===== src/rtl/rename_retire_queue_pkg.sv =====
// Shared rename definitions: per-entry retire state and the tag-width helper.
// Imported by rename_retire_queue; holds no logic of its own.
// Contents: ent_state_e (FREE/PENDING/DONE), rrq_tag_width().
package rename_retire_queue_pkg;

  // Lifecycle of one in-flight entry: allocated -> written back -> retired.
  typedef enum logic [1:0] {
    ENT_FREE    = 2'd0,
    ENT_PENDING = 2'd1,
    ENT_DONE    = 2'd2
  } ent_state_e;

  // Number of tag bits needed to address 'd' entries.
  function automatic int unsigned rrq_tag_width(input int unsigned d);
    return $clog2(d);
  endfunction

endpackage


===== src/rtl/rename_retire_queue.sv =====
// In-order retire queue for renamed physical names: entries are enqueued at
// allocation, marked DONE on writeback, and freed in program order.
// Latency: writeback to FE is 1 cycle; with RETIRE_BYPASS_EN defined a
// writeback hitting a PENDING head raises FE in the same cycle (0 cycles).
// Ports: CLK/RST (sync, active-high); ALLOC_E/ALLOC_NAME in, ALLOC_READY/
// ALLOC_TAG out (enqueue side, ALLOC_E ignored while not ready); WB_E/WB_TAG
// in (writeback); FE/NAME_F out (one free pulse per retire); COUNT/EMPTY out.
module rename_retire_queue
  import rename_retire_queue_pkg::*;
#(
  parameter int name_width = 1,
  parameter int depth      = 4,
  parameter int tag_width  = 2
) (
  input  logic                  CLK,
  input  logic                  RST,
  input  logic                  ALLOC_E,
  input  logic [name_width-1:0] ALLOC_NAME,
  output logic                  ALLOC_READY,
  output logic [tag_width-1:0]  ALLOC_TAG,
  input  logic                  WB_E,
  input  logic [tag_width-1:0]  WB_TAG,
  output logic                  FE,
  output logic [name_width-1:0] NAME_F,
  output logic [tag_width:0]    COUNT,
  output logic                  EMPTY
);

  localparam logic [tag_width:0]   DEPTH_C = (tag_width + 1)'(depth);
  localparam logic [tag_width-1:0] ONE_C   = tag_width'(1);

  // Elaboration-time guard: pointer wrap relies on depth == 2**tag_width.
  if ((depth < 2) || (tag_width != int'(rrq_tag_width(depth))) ||
      ((1 << tag_width) != depth)) begin : g_bad_cfg
    $error("rename_retire_queue: depth must be a power of 2 (>=2) and tag_width == log2(depth)");
  end

  ent_state_e            state_q [depth];
  ent_state_e            state_d [depth];
  logic [name_width-1:0] name_q  [depth];
  logic [tag_width-1:0]  head_q, head_d;
  logic [tag_width-1:0]  tail_q, tail_d;
  logic [tag_width:0]    count_q, count_d;

  logic not_full;
  logic do_alloc;
  logic head_done;
  logic retire;

  // Readiness looks only at the registered count, so a retire in the same
  // cycle never opens a slot in a full queue.
  assign not_full  = (count_q < DEPTH_C);
  assign do_alloc  = ALLOC_E && not_full;
  assign head_done = (state_q[head_q] == ENT_DONE);

`ifdef RETIRE_BYPASS_EN
  // Writeback aimed at a PENDING head retires it immediately.
  assign retire = head_done ||
                  (WB_E && (WB_TAG == head_q) && (state_q[head_q] == ENT_PENDING));
`else
  assign retire = head_done;
`endif

  always_comb begin
    state_d = state_q;
    head_d  = head_q;
    tail_d  = tail_q;
    count_d = count_q;

    if (WB_E && (state_q[WB_TAG] == ENT_PENDING)) begin
      state_d[WB_TAG] = ENT_DONE;
    end
    // Applied after the writeback so a bypassed head ends up FREE, not DONE.
    if (retire) begin
      state_d[head_q] = ENT_FREE;
      head_d          = head_q + ONE_C;
    end
    // The tail slot is FREE whenever we may allocate, so it cannot collide
    // with the retire above.
    if (do_alloc) begin
      state_d[tail_q] = ENT_PENDING;
      tail_d          = tail_q + ONE_C;
    end

    case ({do_alloc, retire})
      2'b10:   count_d = count_q + 1'b1;
      2'b01:   count_d = count_q - 1'b1;
      default: count_d = count_q;
    endcase
  end

  always_ff @(posedge CLK) begin
    if (RST) begin
      for (int i = 0; i < depth; i++) begin
        state_q[i] <= ENT_FREE;
      end
      head_q  <= '0;
      tail_q  <= '0;
      count_q <= '0;
    end else begin
      state_q <= state_d;
      head_q  <= head_d;
      tail_q  <= tail_d;
      count_q <= count_d;
    end
  end

  // Name storage needs no reset: a slot is only read once it is DONE.
  always_ff @(posedge CLK) begin
    if (!RST && do_alloc) begin
      name_q[tail_q] <= ALLOC_NAME;
    end
  end

  // Outputs are forced to their idle values while RST is asserted, so they
  // are defined even before the first reset edge.
  assign FE          = !RST && retire;
  assign NAME_F      = FE ? name_q[head_q] : '0;
  assign ALLOC_READY = RST || not_full;
  assign ALLOC_TAG   = RST ? '0 : tail_q;
  assign COUNT       = RST ? '0 : count_q;
  assign EMPTY       = RST || (count_q == '0);

endmodule


===== config.mk =====
export PLATFORM = sky130hd
export DESIGN_NAME = rename_retire_queue
export DESIGN_NICKNAME = d
export VERILOG_FILES = /design/src/rtl/rename_retire_queue_pkg.sv /design/src/rtl/rename_retire_queue.sv
export SDC_FILE = /design/constraint.sdc
export NUM_CORES = 1
export LEC_CHECK = 0
export CAP_MARGIN = 20
export CORE_MARGIN = 4
export CORE_UTILIZATION = 58
export CTS_BUF_LIST = sky130_fd_sc_hd__clkbuf_16
export CTS_CLUSTER_SIZE = 40
export DETAILED_ROUTE_END_ITERATION = 10
export GPL_ROUTABILITY_DRIVEN = 0
export PLACE_DENSITY_LB_ADDON = 0.1
export SKIP_LAST_GASP = 1
export SYNTH_ARGS = -nofsm -noshare
export SYNTH_HDL_FRONTEND = slang
export SYNTH_SLANG_ARGS = --single-unit

===== constraint.sdc =====
create_clock -name CLK -period 5.5 [get_ports CLK]
set_input_delay 1.1 -clock CLK [delete_from_list [all_inputs] [get_ports CLK]]
set_output_delay 1.1 -clock CLK [all_outputs]
set_load 0.05 [all_outputs]

* After elaboration in Yosys (flattened, before gate mapping) *
Memories as Yosys holds them, arrays and structs flattened. A register that Yosys moved wholly into a read port is not among the register bits.
Cells that the tools add are included.

word-level totals
  register bits after elaboration = 15
  memory bits (writable) = 4
  input bits = 7
  output and inout bits = 9
  logic and storage cells = 69
  memories = 1

memory list
  name    words  width  read ports  clocked after Yosys merged registers in  write ports  RTL line                   source
  name_q  4      1      1           1                                        1            rename_retire_queue.sv:40  logic [name_width-1:0] name_q [depth];

operators by class
  add/subtract/negate cells = 4
  $lt $le $gt $ge = 7
  eq/ne operators = 4
  muxes and demuxes = 23
  bitwise logic cells = 11
  reduce and logical (&&, ||, !) cells = 12

operator list
  operator             number
  $mux 8               3
  $mux 2               10
  $demux 2 s2          3
  $ge 3x3->1 const B   3
  $lt 3x1->1 const B   3
  $not 2->3            3
  $and 4x4->4          2
  $and 8x8->8          1
  $bmux 2 s2           2
  $not 4->4            2
  $not 8->8            1
  $or 4x4->4           2
  $logic_and 1x1->1    7
  $pmux 3 s2           1
  $add 2x1->2 const B  2
  $eq 2x1->1 const B   2
  $eq 2x2->1 const B   2
  $add 3x1->3 const B  1
  $logic_not 3->1      1
  $lt 3x3->1 const B   1
  $mux 1               3
  $mux 3               1
  $sub 3x1->3 const B  1
  $logic_or 1x1->1     2
  2 further kinds      2

* Depth between registers and ports, before layout *
  word-level depth = 12
  depth in mapped cells = 9
  depth with buffers taken out = 8

* Least setup slack after synthesis *
Ideal clock, no wire load.

  kind = input port to output port
  start = input port RST
  end = output port EMPTY
  arrival time = 3.007 ns
  data required time = 4.400 ns
  path slack = 1.393 ns
  stages = 4
  buffers on the path = 0
  cells stage by stage = inv_2 -> nand2_1 -> inv_1 -> nor3_1

between the ends
  longest elaborated chain between the ends = 1

RTL lines
  item              RTL line                    source
  from (decl)       rename_retire_queue.sv:16   input logic RST,
  $logic_or 1x1->1  rename_retire_queue.sv:122  assign EMPTY = RST || (count_q == '0);
  to (decl)         rename_retire_queue.sv:26   output logic EMPTY

Every way passes these cells.

* Worst setup path in the final report *
Same ends and word-level chain as after synthesis.

==> metrics.csv <==
stage,metric,value,unit
run_status,outcome,completed,
grt,overflow,0,
finish,area_growth,20.56,%
sta,slew_viol_final,0,
synthesis,synth-edff-count,4,
cts,clockRootBuffer,clkbuf_16,
synthesis,syn_area,0.001211,sq mm
die,row_count,16,
routing,drc,0,
setup_path,slowest_delay,0.82,ns
setup_path,crit_family,buffers and inverters,
sta,max-slew-margin-rel,63.76,%
synthesis,yosys_warnings,0,
cts,cts_buffer_depth,2,
setup_path,rr_worst_depth,8,
finish,drive_above_1_share,9.353,%
sta,tightest_slew,0.5362,ns
grt,grt_max_degree,25,
pwr,ir_worst_vdd,0.2005,mV
cts,cts_resized,0,
routing,drtPass1Iterations,4,
cts,postCtsHoldBufs,0,
sta,setup-violations-final,0,
synthesis,synthArstFlopShare,0,%
grt,gr-max-usage-layer,met2,
routing,drtAntennaViolNets,0,
pwr,leakagePower,0.5578,nW
cts,cts_tree,yes,
grt,gr-usage-all-layers,19.90,%
grt,antenna_found_initial,0,
synthesis,ys_ff_latch,21,
sta,min_period_over_period,75.96,%
cts,tritoncts.num_buffers,3,
cts,cts_htree_levels,1,
worst_hold_path,holdCritPathClass,reg2reg,
grt,grt_util_met3,3.324,%
die,die_height,53.70,um
place,dp_hpwl,1759,um
grt,use_met1,26.94,%
cts,postCtsSetupRepairBufs,0,
synthesis,synth.top_cell.area_share,28.10,%
routing,wirelength,2453,um
setup_path,critPathKind,in2out,
finish,seq_area,460.4,sq um
run,cap_violations,0,
die,ios,16,
cts,clk_pin_slew_worst_paths,0.06,ns
die,die_width,53.70,um
die,core,0.001982,sq mm
sta,rsz0062_at_grt,false,
synthesis,yosysMostFrequentCell,dfxtp_1,
synthesis,synth_fp_nets,140,
setup_path,cp_data_required_time,4.40,ns
grt,grt_first_pass_wirelength,4133,um
cts,clock_sinks,21,
cts,clkLatencyLatePin,0.25,ns
synthesis,syn_avg_cell_area,9.847,sq um
finish,num-nets-final,157,
place,io_buffers,15,
finish,fin_util,73.67,%
finish,fillers,144,
setup_path,cp-start-kind,input pin,
routing,via_count,926,
sta,worst_clock_skew,0.001102,ns
synthesis,ys_types,40,
die,start_util,61.11,%
sta,tns,0,ns
setup_path,crit_path_end_kind,output pin,
setup_path,cp_num_buf_inv,5,
grt,grtUsageMet2,31.45,%
sta,hold_viol,0,
setup_path,slowest_stage,clkdlybuf4s50_1,
finish,stdcell_area,0.001460,sq mm
grt,grt_pass1_vias,927,
routing,drt_iter0_drc,26,
finish,diodes,0,
setup_path,path_cells,clkdlybuf4s50_1 > buf_4 > inv_2 > nand2_1 > inv_1 > nor3_1 > clkdlybuf4s50_1,
finish,multi_input_area,679.4,sq um
sta,period_minus_slack,4.178,ns
synthesis,yosys.area.top_type,dfxtp_1,
synthesis,syn_inst,123,
synthesis,netlist_top_cells_count,"dfxtp_1 (17), nor2_1 (16), inv_1 (11), ha_1 (9), nor4bb_1 (5)",
routing,via_per_inst,5.578,
synthesis,synth_area_leaders,"dfxtp_1 (28%), edfxtp_1 (9.9%), ha_1 (9.3%)",
die,dieArea,0.002883,sq mm
pwr,power_density,274.0,mW/mm^2
synthesis,synth_ff_type,dfxtp_1,
worst_hold_path,whs_path_depth,2,
synthesis,ys_seq_area_share,38.02,%
place,dpl-instance-area,0.001380,sq mm
setup_path,cpMostUsedCell,clkdlybuf4s50_1,
routing,avgRoutedWirePerCell,14.78,um
setup_path,cp_data_arrival_time,3.08,ns
sta,fmax,239.4,MHz
setup_path,worstSetupPathDepth,7,
setup_path,cp_max_fo,24,
-- registers in the layout, summed over array words and instances (netlist names), named ones only --
signal,count
name_q,4
state_q,8
head_q,2
count_q,3
tail_q,2
-- cell type report --
cell class                      count  share of cell area (%)
Clock inverter                      1                  0.3428
Tap cell                           27                   2.314
Multi-Input combinational cell     85                   46.53
Clock buffer                        3                   5.141
Sequential cell                    21                   31.53
Timing Repair Buffer               16                   10.80
Inverter                           13                   3.342
-- layer usage --
layer | up-vias | routed length [um]
li1 | 472 | -
met1 | 433 | 1127
met2 | 18 | 1197
met3 | 3 | 99
met4 | 0 | 29
met5 | - | 0
-- final timing paths --
kind              startpoint          to  slack [ns]
setup / recovery         RST       EMPTY        1.32
hold / removal    count_q[1]  count_q[1]        0.50
setup reg to reg  state_q[5]  count_q[2]        3.11
hold reg to reg   count_q[1]  count_q[1]        0.50
-- through the flow --
stage	total power [mW]	setup slack [ns]	instances	hold slack, ns
after floorplan	0.2249	1.393	123	0.4585
final	0.4001	1.322	166	0.5039
after global placement	0.2458	1.363	162	0.4800
after detailed placement	0.2475	1.319	162	0.4905
after CTS	0.4013	1.308	166	0.4992
after global routing	0.4152	1.147	166	0.5380
-- power by group --
group / leakage, nW / switching, mW / internal, mW
logic: 0.342 / 0.0396 / 0.0282
clock network: 0.0409 / 0.0574 / 0.0977
registers: 0.175 / 0.00962 / 0.168
-- worst register-to-register path, stage by stage, from the launching register on --
cell,delay (ns)
dfxtp_1,0.35
nor2b_1,0.23
mux4_2,0.46
ha_1,0.24
inv_1,0.06
fa_1,0.38
xor2_1,0.16
or3_1,0.31
a21oi_1,0.14
-- cells by family (layout without fill, tap and decap cells) --
group                      after synthesis  in the layout  share of synthesized area, %
adders and majority gates               10             10                         10.95
AOI/OAI and AO/OA                       21             21                         12.29
DFF                                     21             21                         38.02
muxes                                    5              5                         7.231
and+or+nand+nor                         46             46                         23.45
xor gates and xnor gates                 3              3                         2.170
buffers and inverters                   17             33                         5.889
-- layout by cell type, fill, tap and decap left out, types with 3 or more instances in the layout --
cell,netlist,routed
nor2b_1,4,4
nor2_1,16,16
nor4bb_1,5,5
a31oi_1,4,4
dfxtp_1,17,17
nand3_1,4,4
clkbuf_16,0,3
inv_1,11,11
clkdlybuf4s50_1,0,15
a21oi_1,4,4
edfxtp_1,4,4
ha_1,9,9
o21ai_1,4,4
mux4_2,3,3
Power figures use the tool's default switching activity.
